<file path="src/rtl/char_link_pkg.sv">
// Framing shared by both ends of the player-state UART link: sync byte, byte order, state record.
// CHAR_TX_CHECKSUM_EN appends an XOR checksum byte; transmitter and receiver must agree on it.
package char_link_pkg;

  localparam logic [7:0] SYNC_BYTE = 8'hA5;

`ifdef CHAR_TX_CHECKSUM_EN
  localparam int PKT_BYTES = 6;
`else
  localparam int PKT_BYTES = 5;
`endif

  localparam int IDX_W = 3;
  typedef logic [IDX_W-1:0] pkt_idx_t;

  localparam pkt_idx_t IDX_SYNC   = 3'd0;
  localparam pkt_idx_t IDX_X_LO   = 3'd1;
  localparam pkt_idx_t IDX_XY_MIX = 3'd2;
  localparam pkt_idx_t IDX_Y_HI   = 3'd3;
  localparam pkt_idx_t IDX_LEVEL  = 3'd4;
  localparam pkt_idx_t IDX_CSUM   = 3'd5;
  localparam pkt_idx_t IDX_LAST   = pkt_idx_t'(PKT_BYTES - 1);

  typedef struct packed {
    logic [11:0] x;
    logic [11:0] y;
    logic [1:0]  level;
  } char_state_t;

  typedef enum logic [2:0] {
    T_IDLE,
    T_LOAD,
    T_SEND,
    T_WAIT,
    T_DONE
  } tx_state_e;

  typedef enum logic [1:0] {
    S_IDLE,
    S_START,
    S_DATA,
    S_STOP
  } ser_state_e;

  function automatic logic [7:0] pkt_byte(input char_state_t s, input pkt_idx_t idx);
    logic [7:0] b;
    b = 8'h00;
    case (idx)
      IDX_SYNC:   b = SYNC_BYTE;
      IDX_X_LO:   b = s.x[7:0];
      IDX_XY_MIX: b = {s.y[3:0], s.x[11:8]};
      IDX_Y_HI:   b = s.y[11:4];
      IDX_LEVEL:  b = {6'b0, s.level};
`ifdef CHAR_TX_CHECKSUM_EN
      IDX_CSUM:   b = s.x[7:0] ^ {s.y[3:0], s.x[11:8]} ^ s.y[11:4] ^ {6'b0, s.level};
`endif
      default:    b = 8'h00;
    endcase
    return b;
  endfunction

endpackage

</file>
<file path="src/rtl/uart_tx_byte.sv">
// 8N1 byte serializer, LSB first, idle high; accepts a byte only in S_IDLE (byte_valid & byte_ready).
// The S_IDLE handshake cycle supplies the last stop-bit cycle, so chained bytes abut with no gap.
module uart_tx_byte
  import char_link_pkg::*;
#(
  parameter int CLKS_PER_BIT = 564
) (
  input  logic       clk,
  input  logic       rst,
  input  logic       byte_valid,
  input  logic [7:0] byte_data,
  output logic       byte_ready,
  output logic       tx,
  output logic       byte_done
);

  localparam int BW = $clog2(CLKS_PER_BIT);
  localparam logic [BW-1:0] BAUD_LAST = BW'(CLKS_PER_BIT - 1);
  localparam logic [BW-1:0] STOP_LAST = BW'(CLKS_PER_BIT - 2);

  ser_state_e    state_q, state_d;
  logic [BW-1:0] baud_q, baud_d;
  logic [2:0]    bit_q, bit_d;
  logic [7:0]    shift_q, shift_d;
  logic          tx_q, tx_d;

  always_comb begin
    state_d    = state_q;
    baud_d     = baud_q;
    bit_d      = bit_q;
    shift_d    = shift_q;
    byte_done  = 1'b0;
    byte_ready = (state_q == S_IDLE);

    case (state_q)
      S_IDLE: begin
        if (byte_valid) begin
          shift_d = byte_data;
          baud_d  = '0;
          state_d = S_START;
        end
      end
      S_START: begin
        if (baud_q == BAUD_LAST) begin
          baud_d  = '0;
          bit_d   = 3'd0;
          state_d = S_DATA;
        end else begin
          baud_d = baud_q + BW'(1);
        end
      end
      S_DATA: begin
        if (baud_q == BAUD_LAST) begin
          baud_d  = '0;
          shift_d = {1'b0, shift_q[7:1]};
          bit_d   = bit_q + 3'd1;
          if (bit_q == 3'd7) begin
            state_d = S_STOP;
          end
        end else begin
          baud_d = baud_q + BW'(1);
        end
      end
      S_STOP: begin
        // Stop ends one cycle early here; the following S_IDLE cycle is its final (high) cycle.
        if (baud_q == STOP_LAST) begin
          baud_d    = '0;
          byte_done = 1'b1;
          state_d   = S_IDLE;
        end else begin
          baud_d = baud_q + BW'(1);
        end
      end
      default: state_d = S_IDLE;
    endcase

    case (state_d)
      S_START: tx_d = 1'b0;
      S_DATA:  tx_d = shift_d[0];
      default: tx_d = 1'b1;
    endcase
  end

  always_ff @(posedge clk) begin
    if (rst) begin
      state_q <= S_IDLE;
      baud_q  <= '0;
      bit_q   <= 3'd0;
      shift_q <= 8'h00;
      tx_q    <= 1'b1;
    end else begin
      state_q <= state_d;
      baud_q  <= baud_d;
      bit_q   <= bit_d;
      shift_q <= shift_d;
      tx_q    <= tx_d;
    end
  end

  assign tx = tx_q;

endmodule

</file>
<file path="src/rtl/char_state_uart_tx.sv">
// Player-state UART transmitter: snapshots x/y/level on an accepted send_req, start bit 2 cycles later.
// Sends 5 bytes (6 with CHAR_TX_CHECKSUM_EN); requests while busy are dropped, not queued.
module char_state_uart_tx
  import char_link_pkg::*;
#(
  parameter int CLK_HZ       = 65_000_000,
  parameter int BAUD         = 115_200,
  parameter int CLKS_PER_BIT = CLK_HZ / BAUD
) (
  input  logic        clk,
  input  logic        rst,
  input  logic        send_req,
  input  logic [11:0] x_value,
  input  logic [11:0] y_value,
  input  logic [1:0]  level,
  output logic        tx,
  output logic        busy,
  output logic        done
);

  tx_state_e   state_q, state_d;
  char_state_t snap_q, snap_d;
  pkt_idx_t    idx_q, idx_d;
  logic        busy_q, busy_d;
  logic        done_q, done_d;

  logic        byte_valid;
  logic        byte_ready;
  logic        byte_done;
  logic [7:0]  byte_data;

  always_comb begin
    state_d    = state_q;
    snap_d     = snap_q;
    idx_d      = idx_q;
    byte_valid = 1'b0;
    byte_data  = pkt_byte(snap_q, idx_q);

    case (state_q)
      T_IDLE: begin
        if (send_req) begin
          snap_d.x     = x_value;
          snap_d.y     = y_value;
          snap_d.level = level;
          idx_d        = IDX_SYNC;
          state_d      = T_LOAD;
        end
      end
      // The serializer is always idle in LOAD, so byte 0 is offered at once to hit the n+2 start bit.
      T_LOAD, T_SEND: begin
        byte_valid = 1'b1;
        state_d    = byte_ready ? T_WAIT : T_SEND;
      end
      T_WAIT: begin
        if (byte_done) begin
          if (idx_q == IDX_LAST) begin
            state_d = T_DONE;
          end else begin
            idx_d   = idx_q + pkt_idx_t'(1);
            state_d = T_SEND;
          end
        end
      end
      T_DONE:  state_d = T_IDLE;
      default: state_d = T_IDLE;
    endcase

    // DONE coincides with the final stop cycle on the line; done/busy flags land one cycle later.
    busy_d = (state_d != T_IDLE);
    done_d = (state_q == T_DONE);
  end

  always_ff @(posedge clk) begin
    if (rst) begin
      state_q <= T_IDLE;
      snap_q  <= '0;
      idx_q   <= IDX_SYNC;
      busy_q  <= 1'b0;
      done_q  <= 1'b0;
    end else begin
      state_q <= state_d;
      snap_q  <= snap_d;
      idx_q   <= idx_d;
      busy_q  <= busy_d;
      done_q  <= done_d;
    end
  end

  uart_tx_byte #(
    .CLKS_PER_BIT(CLKS_PER_BIT)
  ) u_ser (
    .clk       (clk),
    .rst       (rst),
    .byte_valid(byte_valid),
    .byte_data (byte_data),
    .byte_ready(byte_ready),
    .tx        (tx),
    .byte_done (byte_done)
  );

  assign busy = busy_q;
  assign done = done_q;

endmodule

</file>
<file path="config.mk">
export PLATFORM = sky130hd
export DESIGN_NAME = char_state_uart_tx
export DESIGN_NICKNAME = d
export VERILOG_FILES = /design/src/rtl/char_link_pkg.sv /design/src/rtl/uart_tx_byte.sv /design/src/rtl/char_state_uart_tx.sv
export SDC_FILE = /design/constraint.sdc
export NUM_CORES = 1
export LEC_CHECK = 0
export BUFFER_PORTS_ARGS = -buffer_cell sky130_fd_sc_hd__buf_2
export CORE_MARGIN = 2
export CORE_UTILIZATION = 45
export CTS_CLUSTER_DIAMETER = 60
export CTS_CLUSTER_SIZE = 28
export DETAILED_ROUTE_END_ITERATION = 8
export PLACE_DENSITY = 0.64
export SYNTH_ARGS = -nofsm -noshare
export SYNTH_HDL_FRONTEND = slang
export SYNTH_SLANG_ARGS = --single-unit
</file>
<file path="constraint.sdc">
create_clock -name clk -period 4.8 [get_ports clk]
set_clock_uncertainty 0.15 [all_clocks]
set_input_delay 0.72 -clock clk [delete_from_list [all_inputs] [get_ports clk]]
set_output_delay 0.72 -clock clk [all_outputs]
set_load 0.005 [all_outputs]
</file>
# After elaboration in Yosys (flattened, before gate mapping)
# Cells that the tools add are included.
dict set report totals {
  ff_bits 58
  inputBits 29
  elab_cells 81
  out_inout_bits 3
}
dict set report classes {
  n_reduce_logical 13
  mux 30
  n_addsub 3
  n_eq_ne 22
}
# operator n
set ops {}
lappend ops {{one-hot mux 8 bit (5 select lines)} 1}
lappend ops {{two-way mux 10 bit} 3}
lappend ops {{one-hot mux 10 bit (3 select lines)} 1}
lappend ops {{two-way mux 3 bit} 8}
lappend ops {{equality test 10 bit (second input constant)} 2}
lappend ops {{two-way mux 8 bit} 2}
lappend ops {{one-hot mux 8 bit (2 select lines)} 1}
lappend ops {{equality test 3 x 2 -> 1 bit (second input constant)} 4}
lappend ops {{one-hot mux 3 bit (2 select lines)} 2}
lappend ops {{adder 10 x 1 -> 10 bit (second input constant)} 1}
lappend ops {{two-way mux 2 bit} 5}
lappend ops {{equality test 3 bit (second input constant)} 3}
lappend ops {{one-hot mux 3 bit (3 select lines)} 1}
lappend ops {{inequality test 2 bit (second input constant)} 4}
lappend ops {{one-hot mux 2 bit (4 select lines)} 1}
lappend ops {{adder 3 x 1 -> 3 bit (second input constant)} 2}
lappend ops {{equality test 2 bit (second input constant)} 3}
lappend ops {{equality test 3 x 1 -> 1 bit (second input constant)} 2}
lappend ops {{logical NOT 3 bit} 2}
lappend ops {{AND reduction 3 bit} 2}
lappend ops {{nonzero test 2 bit} 3}
lappend ops {{equality test 2 x 1 -> 1 bit (second input constant)} 2}
lappend ops {{two-way mux 1 bit} 4}
lappend ops {{inequality test 2 x 1 -> 1 bit (second input constant)} 2}
lappend ops {{6 further kinds} 7}

# Longest topological paths before layout
# Gate-level depths: netlist of the first run.
dict set report depth {
  word_depth 7
  mapped_depth 9
  ltp_nobuf 7
}

# Cells and area by module
# Synthesis of the first run repeated with hierarchy kept, for this count alone.
dict set report hier_totals {
  hier_cells 349
  area_unflattened_um2 2962.8
}
# mod n_inst seq_area_each_um2 cells_each area_each_um2
set by_module_without_submodules {}
lappend by_module_without_submodules {char_state_uart_tx 1 680.7 191 1585.3}
lappend by_module_without_submodules {uart_tx_byte 1 480.5 158 1377.6}

# Least setup slack after synthesis of the first run
# Ideal clock, no wire load.
dict set report synth_timing {
  path_type {register to register}
  start {reg idx_q[2]}
  end {reg u_ser.shift_q[7]}
  stages_incl_launch_ff 9
  required_ns 4.580
  path_slack_ns 2.664
  period_less_slack_ns 2.136
  path_buffers 2
  arrival_time_ns 1.916
  setup_ns 0.070
  path_cell_list {dfxtp_1 clkbuf_1 inv_1 ha_1 clkbuf_1 nor2_1 a2111o_1 or3_1 a21oi_1}
}
dict set report synth_via {
  elab_chain_cells 4
  elab_cells_between_ends 8
  cone_classes {eq/ne: 4; mux: 3; reduce/logical: 1}
}
# item line_no
set synth_lines {}
lappend synth_lines {{from (decl)} char_state_uart_tx.sv:23} ;# pkt_idx_t idx_q, idx_d;
lappend synth_lines {{from (signal assigned)} char_state_uart_tx.sv:83} ;# idx_q <= idx_d;
lappend synth_lines {{equality test 3 bit (tied with other cells)} char_link_pkg.sv:48} ;# case (idx)
lappend synth_lines {{one-hot mux 8 bit (5 select lines) (*)} char_link_pkg.sv:48}
lappend synth_lines {{two-way mux 8 bit (*)} uart_tx_byte.sv:37} ;# if (byte_valid) begin
lappend synth_lines {{one-hot mux 8 bit (2 select lines) (*)} uart_tx_byte.sv:35} ;# case (state_q)
lappend synth_lines {{to (signal assigned)} uart_tx_byte.sv:95} ;# shift_q <= shift_d;
lappend synth_lines {{to (decl)} uart_tx_byte.sv:24} ;# logic [7:0] shift_q, shift_d;
# Mark *: on every way between the ends. The rest lies on a longest branch, timed or not. The select of a mux whose other input is x is not followed.
# A chain may end at the register's enable or synchronous reset.

# Final worst setup path of the first run
dict set report layout_timing {
  start {reg state_q[1]}
  end {reg u_ser.shift_q[7]}
}
dict set report layout_via {
  elab_chain_cells 5
  elab_cells_between_ends 6
  cone_classes {eq/ne: 3; mux: 1; reduce/logical: 2}
}
# item line_no
set layout_lines {}
lappend layout_lines {{from (decl)} char_state_uart_tx.sv:21} ;# tx_state_e state_q, state_d;
lappend layout_lines {{from (signal assigned)} char_state_uart_tx.sv:81} ;# state_q <= state_d;
lappend layout_lines {{equality test 3 x 1 -> 1 bit or equality test 3 x 2 -> 1 bit (tied branches)} char_state_uart_tx.sv:39} ;# case (state_q)
lappend layout_lines {{OR reduction 2 bit (*)} char_state_uart_tx.sv:39}
lappend layout_lines {{two-way mux 1 bit (*)} char_state_uart_tx.sv:39}
lappend layout_lines {{inequality test 2 bit (no line) (*)} -}
lappend layout_lines {{AND reduction 3 bit (no line) (*)} -}
# Mark *: on every way between the ends. The rest lies on a longest branch, timed or not.

==> flow_metrics.py, run 1 <==
metrics = {
    "power_and_ir_drop": {
        "ir_drop_mv": 0.216,
        "leakage_uw": 0.00120,
        "power_uw": 1440,
        "powerDensity_nw_per_um2": 464,
    },
    "global_route": {
        "track_usage": 0.199,
        "grt_pass1_vias": 2180,
        "grt_pass1_wl_mm": 10.3,
        "grt_antenna_before_repair": 0,
        "grt_max_degree": 51,
        "overflow": 0,
    },
    "cells_and_area": {
        "diodes": 0,
        "final_nets": 400,
        "fin_area_um2": 3110,
        "drive_gt1_frac": 0.138,
        "areaGrowthSynthToFinish_pct": 11.5,
    },
    "clock_tree": {
        "clkLatencyLatePin_ps": 340,
        "cts.sink_count": 58,
        "cts_buffer_depth": 2,
        "h-tree-depth": 3,
        "ctsResizeCount": 0,
        "hold_buffers": 0,
        "post_cts_buffers": 0,
        "cts_tree": "built",
        "numCtsBuffers": 9,
        "root_buffer": "clkbuf_8",
        "cts.clk_slew.worst_paths_ps": 60,
    },
    "placement": {
        "dp_hpwl_mm": 4.10,
        "placed_cell_area_um2": 2940,
        "port_buffers": 31,
        "gp_congestion": 0.801,
    },
    "critical_path": {
        "critPathCaptureType": "register",
        "crit_chain": "xnor2_1 > o21ai_1 > o21ai_4 > or3_1 > a21oi_1",
        "critPathBufInv": 0,
        "path_class": "reg -> reg",
        "worstPathRequired_ps": 4900,
        "critPathSlowestCell": "o21ai_1",
        "critPathMaxFanout": 15,
        "crit_family": "compound AO/OA/AOI/OAI gates",
        "cp-start-kind": "register",
        "cpPeakStageDelay_ps": 910,
        "critical_path_arrival_ps": 2670,
    },
    "synth": {
        "synth_top_area_cell": "dfxtp_1",
        "netlist.area_leader.share": 0.416,
        "yosys.cell_types.count": 46,
        "synth.most_common_cell": "nand2_1",
        "synthTopCellsByArea": "dfxtp_1 (42%), nand2_1 (7.9%), a21oi_1 (6.5%)",
        "syn_area_um2": 2790,
        "syn_inst": 339,
        "synthFlopType": "dfxtp_1",
        "ys_warn_count": 0,
        "async_reset_ff_frac": 0,
        "ys_seq_area_frac": 0.416,
        "synth_commonest_cells": "nand2_1 (59), dfxtp_1 (58), nor2_1 (41), a21oi_1 (36), clkbuf_1 (17)",
        "syn_nets": 382,
        "synth-seq-cells": 58,
        "synth-edff-count": 0,
        "synth.avg_cell_area_um2": 8.23,
    },
    "floorplan": {
        "die_x_um": 82.7,
        "die_area_um2": 6840,
        "io_pins": 32,
        "dieHeight_um": 82.7,
        "coreArea_um2": 5960,
        "start_util": 0.468,
        "rows": 28,
    },
    "sta": {
        "maxSlewViolCount": 0,
        "rsz0062_at_grt": "no",
        "setup-violations-final": 0,
        "tightest_slew_ps": 1140,
        "hold_violations": 0,
        "tns_ps": 0,
        "maxSlewHeadroom": 0.234,
        "fmax_mhz": 389,
        "holdWs_ps": 308,
        "fin_crit_sh": 0.535,
        "fin_crit_ps": 2570,
    },
    "route": {
        "routed_via_density": 5.46,
        "vias": 2384,
        "drt_iter0_markers": 130,
        "dr.pass1.iters": 4,
        "drc_errors": 0,
        "wl_per_cell_um": 13.9,
        "finalWirelength_mm": 6.06,
        "ant_nets": 0,
    },
    "flow_run": {
        "drv_cap": 0,
    },
    "min_path": {
        "hp-class": "reg -> reg",
    },
    "status": {
        "outcome": "complete, no violations",
    },
}
## layout by cell type, fill, tap and decap left out, types with 2 or more instances in the layout
cell / instances
xor2_1: 8
clkbuf_8: 10
nand4_1: 10
and4_1: 3
nand3_1: 3
o21bai_1: 2
nor4_1: 2
a222oi_1: 4
mux2i_1: 4
clkinvlp_4: 2
xnor2_1: 2
clkinv_2: 3
nor2b_1: 3
a21o_1: 2
or3_1: 2
o21ai_0: 2
a22oi_1: 2
a2bb2oi_1: 3
a21oi_1: 36
nand3b_1: 2
nand2_1: 59
and3_1: 2
ha_1: 14
a221oi_1: 4
a31oi_1: 5
dfxtp_1: 58
inv_1: 11
nor2_1: 41
nor3_1: 6
buf_2: 31
a211oi_1: 10
## registers in the layout, indices dropped and copies added (netlist names)
name / flops
idx_q: 3
snap_q: 26
state_q: 3
u_ser.state_q: 2
u_ser.bit_q: 3
done: 1
busy: 1
u_ser.shift_q: 8
u_ser.tx: 1
u_ser.baud_q: 10
## report_power, final
group	switching (µW)	leakage (µW)	internal, µW
combinational	260	0.000645	164
clock	196	0.0000851	198
sequential	59.6	0.000474	566
## metal layers
layer | GRT usage | routed length (µm) | vias up
li1 | - | - | 1221
met1 | 0.283 | 3100 | 1120
met2 | 0.287 | 2670 | 39
met3 | 0.0500 | 238 | 4
met4 | 0.0787 | 57 | 0
met5 | 0 | 0 | -
## tightest hold or removal path: stages, from the launching register on
cell	delay [ps]
dfxtp_1	310
nand2_1	50
a21oi_1	50
## stage by stage
stage	setup slack (ps)	util	instances
finish	2230	0.522	437
global placement	2060	0.493	421
CTS	2240	0.522	437
global route	1980	0.522	437
floorplan	2660	-	339
detailed placement	2010	0.493	421
## cells by family after synthesis
kind of cell | Yosys count | share of synthesized area
adders and majority gates | 14 | 0.0628
DFF | 58 | 0.416
buffers and inverters | 36 | 0.0561
xor gates and xnor gates | 10 | 0.0314
and+or+nand+nor | 138 | 0.230
muxes | 4 | 0.0144
AOI/OAI and AO/OA | 79 | 0.189
## final timing paths
check | start | endpoint | slack (ps) | cells past startpoint
max reg2reg | state_q[1] | u_ser.shift_q[7] | 2230 | 5
max | state_q[1] | u_ser.shift_q[7] | 2230 | 5
min reg2reg | snap_q[8] | snap_q[8] | 310 | 2
min | snap_q[8] | snap_q[8] | 310 | 2
## final cells by class
cell class              instances  area [µm²]
fillers                       585        2850
multi-input cells             245        1480
flip-flops and latches         58        1160
repair buffers                 32         163
clock buffers                  11         141
well taps                      75        93.8
inverters                      11        41.3
clock inverters                 5        30.0
(Power assumes the default switching activity.)
==> inputs of run 2 (changes only) <==
--- a/config.mk
+++ b/config.mk
@@ -5,13 +5,14 @@
 export SDC_FILE = /design/constraint.sdc
 export NUM_CORES = 1
 export LEC_CHECK = 0
+export ABC_AREA = 1
 export BUFFER_PORTS_ARGS = -buffer_cell sky130_fd_sc_hd__buf_2
 export CORE_MARGIN = 2
 export CORE_UTILIZATION = 45
 export CTS_CLUSTER_DIAMETER = 60
 export CTS_CLUSTER_SIZE = 28
 export DETAILED_ROUTE_END_ITERATION = 8
-export PLACE_DENSITY = 0.64
+export PLACE_DENSITY = 0.67
 export SYNTH_ARGS = -nofsm -noshare
 export SYNTH_HDL_FRONTEND = slang
 export SYNTH_SLANG_ARGS = --single-unit
==> constraint.sdc (replaced) <==
create_clock -name clk -period 2.3 [get_ports clk]
set_clock_uncertainty 0.15 [all_clocks]
set_input_delay 0.345 -clock clk [delete_from_list [all_inputs] [get_ports clk]]
set_output_delay 0.345 -clock clk [all_outputs]
set_load 0.005 [all_outputs]
==> run 2 against run 1 <==
Count of clock-buffer cells in the layout decreased by 2. Sequential share of layout area is 1.3 points lower. Combinational power up 64%. Non-clock buffer count grew 3. Worst setup slack lost 1800 ps. Critical path type unchanged. Highest routed layer unchanged.
==> flow_metrics.py, run 2 <==
metrics = {
    "clock_tree": {
        "root_buffer": "clkbuf_8",
        "cts.sink_count": 58,
        "post_cts_buffers": 0,
        "hold_buffers": 0,
        "cts_buffer_depth": 2,
        "clkLatencyLatePin_ps": 340,
        "numCtsBuffers": 9,
        "ctsResizeCount": 0,
        "h-tree-depth": 3,
        "cts_tree": "built",
        "cts.clk_slew.worst_paths_ps": 70,
    },
    "placement": {
        "place_ws_ps": 388,
        "placed_cell_area_um2": 3010,
        "dp_hpwl_mm": 4.21,
        "port_buffers": 31,
        "gp_congestion": 0.928,
    },
    "critical_path": {
        "crit_chain": "ha_1 > ha_1 > inv_1 > nand3_1 > nor2_1 > nor2_2 > nand2_1 > nand2_1 > a21oi_1 > nand2_1 > nor2_1 > nor2_1",
        "critical_path_arrival_ps": 2010,
        "critPathSlowestCell": "dfxtp_1",
        "critPathCaptureType": "register",
        "crit_family": "simple AND/OR/NAND/NOR gates",
        "worstPathRequired_ps": 2390,
        "cpPeakStageDelay_ps": 340,
        "cp-start-kind": "register",
        "critPathBufInv": 1,
        "critPathMaxFanout": 8,
        "path_class": "reg -> reg",
    },
    "synth": {
        "ys_seq_area_frac": 0.417,
        "synth_compound_area_frac": 0.149,
        "syn_area_um2": 2780,
        "async_reset_ff_frac": 0,
        "synth_top_area_cell": "dfxtp_1",
        "synthXorXnorAreaFrac": 0.00629,
        "yosys.cell_types.count": 38,
        "yosys.area_share.simple": 0.297,
        "synth-seq-cells": 58,
        "synthFlopType": "dfxtp_1",
        "synthTopCellsByArea": "dfxtp_1 (42%), nand2_1 (10%), nor2_1 (8.5%)",
        "netlist.area_leader.share": 0.417,
        "synth.avg_cell_area_um2": 7.35,
        "syn_inst": 379,
        "synthAdderAreaFrac": 0.0629,
        "synth-edff-count": 0,
        "ys_warn_count": 0,
        "synth.most_common_cell": "nand2_1",
        "synth_commonest_cells": "nand2_1 (77), nor2_1 (63), dfxtp_1 (58), o21ai_0 (35), inv_1 (30)",
        "syn_nets": 422,
        "synth_mux_area_frac": 0,
        "synth_top_family_by_area": "simple AND/OR/NAND/NOR gates",
    },
    "sta": {
        "hold_violations": 0,
        "fin_crit_sh": 0.834,
        "tns_ps": 0,
        "setup_ws_ps": 381,
        "maxSlewHeadroom": 0.773,
        "rsz0062_at_grt": "no",
        "tightest_slew_ps": 337,
        "fin_crit_ps": 1920,
        "fmax_mhz": 521,
        "setup-violations-final": 0,
        "maxSlewViolCount": 0,
        "holdWs_ps": 97.5,
    },
    "floorplan": {
        "coreArea_um2": 5960,
        "die_area_um2": 6830,
        "io_pins": 32,
        "dieHeight_um": 82.7,
        "rows": 28,
        "start_util": 0.467,
        "die_x_um": 82.7,
    },
    "cells_and_area": {
        "final_nets": 457,
        "fin_area_um2": 3230,
        "largest_register_ffs": 26,
        "layout_common_cells": "nand2_1 (77), nor2_1 (63), dfxtp_1 (58), o21ai_0 (35), buf_2 (31)",
        "largest_register": "snap_q",
        "final_common_cell": "nand2_1",
        "drive_gt1_frac": 0.181,
        "diodes": 0,
        "reg_top3": "snap_q x26, u_ser.baud_q x10, u_ser.shift_q x8",
        "areaGrowthSynthToFinish_pct": 15.9,
    },
    "route": {
        "finalWirelength_mm": 5.63,
        "drt_iter0_markers": 80,
        "drc_errors": 0,
        "wl_per_cell_um": 11.4,
        "dr.pass1.iters": 4,
        "vias": 2426,
        "routed_via_density": 4.91,
        "ant_nets": 0,
    },
    "global_route": {
        "grt_max_degree": 31,
        "grt_pass1_vias": 2237,
        "overflow": 0,
        "grt_antenna_before_repair": 0,
        "track_usage": 0.186,
        "grt_pass1_wl_mm": 9.59,
    },
    "status": {
        "outcome": "complete, no violations",
    },
    "power_and_ir_drop": {
        "leakage_uw": 0.00143,
        "powerDensity_nw_per_um2": 929,
        "power_uw": 3000,
        "ir_drop_mv": 0.440,
    },
    "min_path": {
        "hp-class": "in -> reg",
    },
    "flow_run": {
        "drv_cap": 0,
    },
}
[run 2: cell types whose count changed in the layout (fill, tap and decap cells not counted), moves of 7 or more]
| cell | change |
|---|---|
| nand4_1 | -7 |
| nor2_1 | +22 |
| a21oi_1 | -13 |
| xor2_1 | -7 |
| nand3_1 | +14 |
| a211oi_1 | -10 |
| inv_1 | +19 |
| nor2_2 | +7 |
| o21ai_0 | +33 |
| nand2_1 | +18 |
[run 2: through the flow]
step                utilization  instances
finish                    0.542        494
global placement          0.505        478
CTS                       0.542        494
floorplan                     -        379
global route              0.542        494
detailed placement        0.505        478
[run 2: cell families (layout without fill, tap and decap cells)]
logic type	count (synthesis)	count (layout)
AOI/OAI and AO/OA	75	75
xor gates and xnor gates	2	2
adders and majority gates	14	14
buffers and inverters	46	86
DFF	58	58
and+or+nand+nor	184	184
[run 2: path summary, 6_finish.rpt]
check / startpoint / end / slack, ps / depth (start not counted)
max: idx_q[0] / u_ser.tx / 380 / 12
min: y_value[7] / snap_q[9] / 100 / 3
max reg2reg: idx_q[0] / u_ser.tx / 380 / 12
min reg2reg: snap_q[6] / snap_q[6] / 310 / 2
[run 2: cell type report]
class                   count  area (µm²)
fillers                   579        2730
multi-input cells         275        1430
flip-flops and latches     58        1160
repair buffers             35         185
inverters                  35         135
clock buffers               9         124
clock inverters             7        93.8
well taps                  75        93.8
[run 2: report_power, final]
group          switching (µW)  internal (µW)
clock network             424            607
registers                 103           1170
logic                     450            245
total                     976           2020
[run 2: worst register-to-register path: stages, from the launching register on]
cell,delay (ps)
dfxtp_1,340
ha_1,220
ha_1,270
inv_1,100
nand3_1,80
nor2_1,120
nor2_2,90
nand2_1,70
nand2_1,40
a21oi_1,150
nand2_1,70
nor2_1,80
nor2_1,40
[run 2: layer usage]
metal,GRT usage,routed length (µm)
met4,0.0869,125
met3,0.0630,211
met2,0.293,2450
met1,0.228,2840
met5,0,0
==> inputs of run 3 (changes only) <==
--- a/config.mk
+++ b/config.mk
@@ -5,14 +5,14 @@
 export SDC_FILE = /design/constraint.sdc
 export NUM_CORES = 1
 export LEC_CHECK = 0
-export ABC_AREA = 1
+export ABC_AREA = 0
 export BUFFER_PORTS_ARGS = -buffer_cell sky130_fd_sc_hd__buf_2
 export CORE_MARGIN = 2
 export CORE_UTILIZATION = 45
 export CTS_CLUSTER_DIAMETER = 60
 export CTS_CLUSTER_SIZE = 28
 export DETAILED_ROUTE_END_ITERATION = 8
-export PLACE_DENSITY = 0.67
+export PLACE_DENSITY = 0.64
 export SYNTH_ARGS = -nofsm -noshare
 export SYNTH_HDL_FRONTEND = slang
 export SYNTH_SLANG_ARGS = --single-unit
==> constraint.sdc (replaced) <==
create_clock -name clk -period 1.97 [get_ports clk]
set_clock_uncertainty 0.15 [all_clocks]
set_input_delay 0.2955 -clock clk [delete_from_list [all_inputs] [get_ports clk]]
set_output_delay 0.2955 -clock clk [all_outputs]
set_load 0.005 [all_outputs]
==> run 3 against run 2 <==
The run now ends with setup timing left. Core utilization rose by 5.2 points. Clock power grew 19%. First-iteration DRC count increased by 93%. Count of clock-buffer cells in the layout grew 3. Largest cell class unchanged.
==> flow_metrics.py, run 3 (same netlist as run 1, synthesis figures left out) <==
metrics = {
    "status": {
        "outcome": "finished, violations left",
        "violations": "setup timing",
    },
    "floorplan": {
        "die_area_um2": 6840,
        "start_util": 0.468,
        "dieHeight_um": 82.7,
        "io_pins": 32,
        "coreArea_um2": 5960,
        "rows": 28,
        "die_x_um": 82.7,
    },
    "sta": {
        "tightest_slew_ps": 423,
        "rsz0062_at_grt": "yes",
        "fmax_mhz": 505,
        "maxSlewViolCount": 0,
        "setup_ws_ps": -10.5,
        "maxSlewHeadroom": 0.718,
        "fin_crit_ps": 1980,
        "holdWs_ps": 39.6,
        "setup-violations-final": 1,
        "hold_violations": 0,
        "fin_crit_sh": 1.01,
        "tns_ps": -10.5,
    },
    "cells_and_area": {
        "largest_register_ffs": 26,
        "final_nets": 435,
        "largest_register": "snap_q",
        "final_cells": 472,
        "final_core_util": 0.593,
        "drive_gt1_frac": 0.259,
        "areaGrowthSynthToFinish_pct": 26.7,
        "nFillCells": 544,
        "reg_top3": "snap_q x26, u_ser.baud_q x10, u_ser.shift_q x8",
        "diodes": 0,
        "layout_common_cells": "nand2_1 (59), dfxtp_1 (54), nor2_1 (41), a21oi_1 (35), buf_4 (33)",
        "final_common_cell": "nand2_1",
    },
    "clock_tree": {
        "numCtsBuffers": 9,
        "cts_tree": "built",
        "cts_buffer_depth": 2,
        "cts.clk_slew.worst_paths_ps": 70,
        "root_buffer": "clkbuf_8",
        "h-tree-depth": 3,
        "hold_buffers": 0,
        "clkLatencyLatePin_ps": 330,
        "cts.sink_count": 58,
    },
    "route": {
        "finalWirelength_mm": 6.74,
        "ant_nets": 0,
        "dr.pass1.iters": 8,
        "wl_per_cell_um": 14.3,
        "vias": 2532,
        "drc_errors": 0,
        "routed_via_density": 5.36,
        "drt_iter0_markers": 154,
    },
    "critical_path": {
        "critical_path_arrival_ps": 2090,
        "ff2ff_setup_slack_ps": -10,
        "critPathCaptureType": "register",
        "crit_chain": "inv_4 > ha_4 > buf_6 > o21bai_1 > a2111o_1 > or3_1 > a21oi_1",
        "path_class": "reg -> reg",
        "critPathMaxFanout": 8,
        "worstPathRequired_ps": 2080,
        "critPathSlowestCell": "a2111o_1",
        "crit_family": "compound AO/OA/AOI/OAI gates",
        "cpPeakStageDelay_ps": 520,
        "critPathBufInv": 2,
        "cp-start-kind": "register",
    },
    "global_route": {
        "grt_pass1_vias": 2291,
        "met3_usage": 0.0522,
        "met2_usage": 0.313,
        "grt_max_degree": 28,
        "overflow": 0,
        "grt.busiest_layer": "met2",
        "use_met1": 0.294,
        "grt_antenna_before_repair": 0,
        "track_usage": 0.210,
        "grt_pass1_wl_mm": 10.8,
    },
    "placement": {
        "dp_hpwl_mm": 4.67,
        "port_buffers": 31,
        "dp_cells": 454,
        "gp_congestion": 0.784,
    },
    "flow_run": {
        "drv_cap": 0,
    },
    "power_and_ir_drop": {
        "power_uw": 4020,
        "ir_drop_mv": 0.684,
        "powerDensity_nw_per_um2": 1140,
        "leakage_uw": 0.00142,
    },
    "min_path": {
        "hp-class": "in -> reg",
    },
}
==> run 3: changes by cell type in the layout (fill, tap and decap cells not counted), moves of 12 or more <==
cell and delta:
o21ai_0 -34, inv_1 -22, nand3_1 -14, a21oi_1 +12, nor2_1 -22, buf_4 +29, nand2_1 -18
==> run 3: path summary, 6_finish.rpt <==
path / from / endpoint / cells past startpoint
setup / recovery: idx_q[1] / u_ser.shift_q[7] / 7
hold / removal: y_value[3] / snap_q[5] / 3
setup reg to reg: idx_q[1] / u_ser.shift_q[7] / 7
hold reg to reg: snap_q[9] / snap_q[9] / 2
==> run 3: per-layer routing <==
metal	vias to the layer above	share of wire
met5	-	0
met4	0	0.0065
met3	5	0.050
met2	52	0.46
met1	1179	0.49
li1	1296	-
==> run 3: cell type report <==
class | instances | area [µm²] | area share
clock buffer | 12 | 145 | 0.0411
clock inverter | 4 | 75.1 | 0.0212
inverter | 11 | 43.8 | 0.0124
multi-input combinational | 245 | 1560 | 0.441
sequential | 58 | 1170 | 0.331
tap | 75 | 93.8 | 0.0265
timing repair buffer | 67 | 445 | 0.126
==> run 3: worst register-to-register path: stages (launching register included) <==
cell and delay [ps]:
dfxtp_4 380, inv_4 70, ha_4 120, buf_6 90, o21bai_1 50, a2111o_1 520
or3_1 380, a21oi_1 140
==> run 3: timing repair <==
action,in CTS,in global routing
gates resized for setup,4,22
gates cloned,0,0
setup buffers,0,2
endpoints found under the setup margin,5,9
pin swaps,1,5
==> run 3: where the power goes <==
part,internal [µW],switching (µW),total [µW]
clock network,748,479,1230
logic,564,720,1280
registers,1380,130,1510
==> run 3: per-stage QoR <==
step	area, µm²	worst slack [ps]
3_5_place_dp	3200	-40.5
6_report	3530	-10.5
4_1_cts	3430	0.378
3_3_place_gp	3200	-3.08
2_1_floorplan	2810	11.6
5_1_grt	3530	-74.6
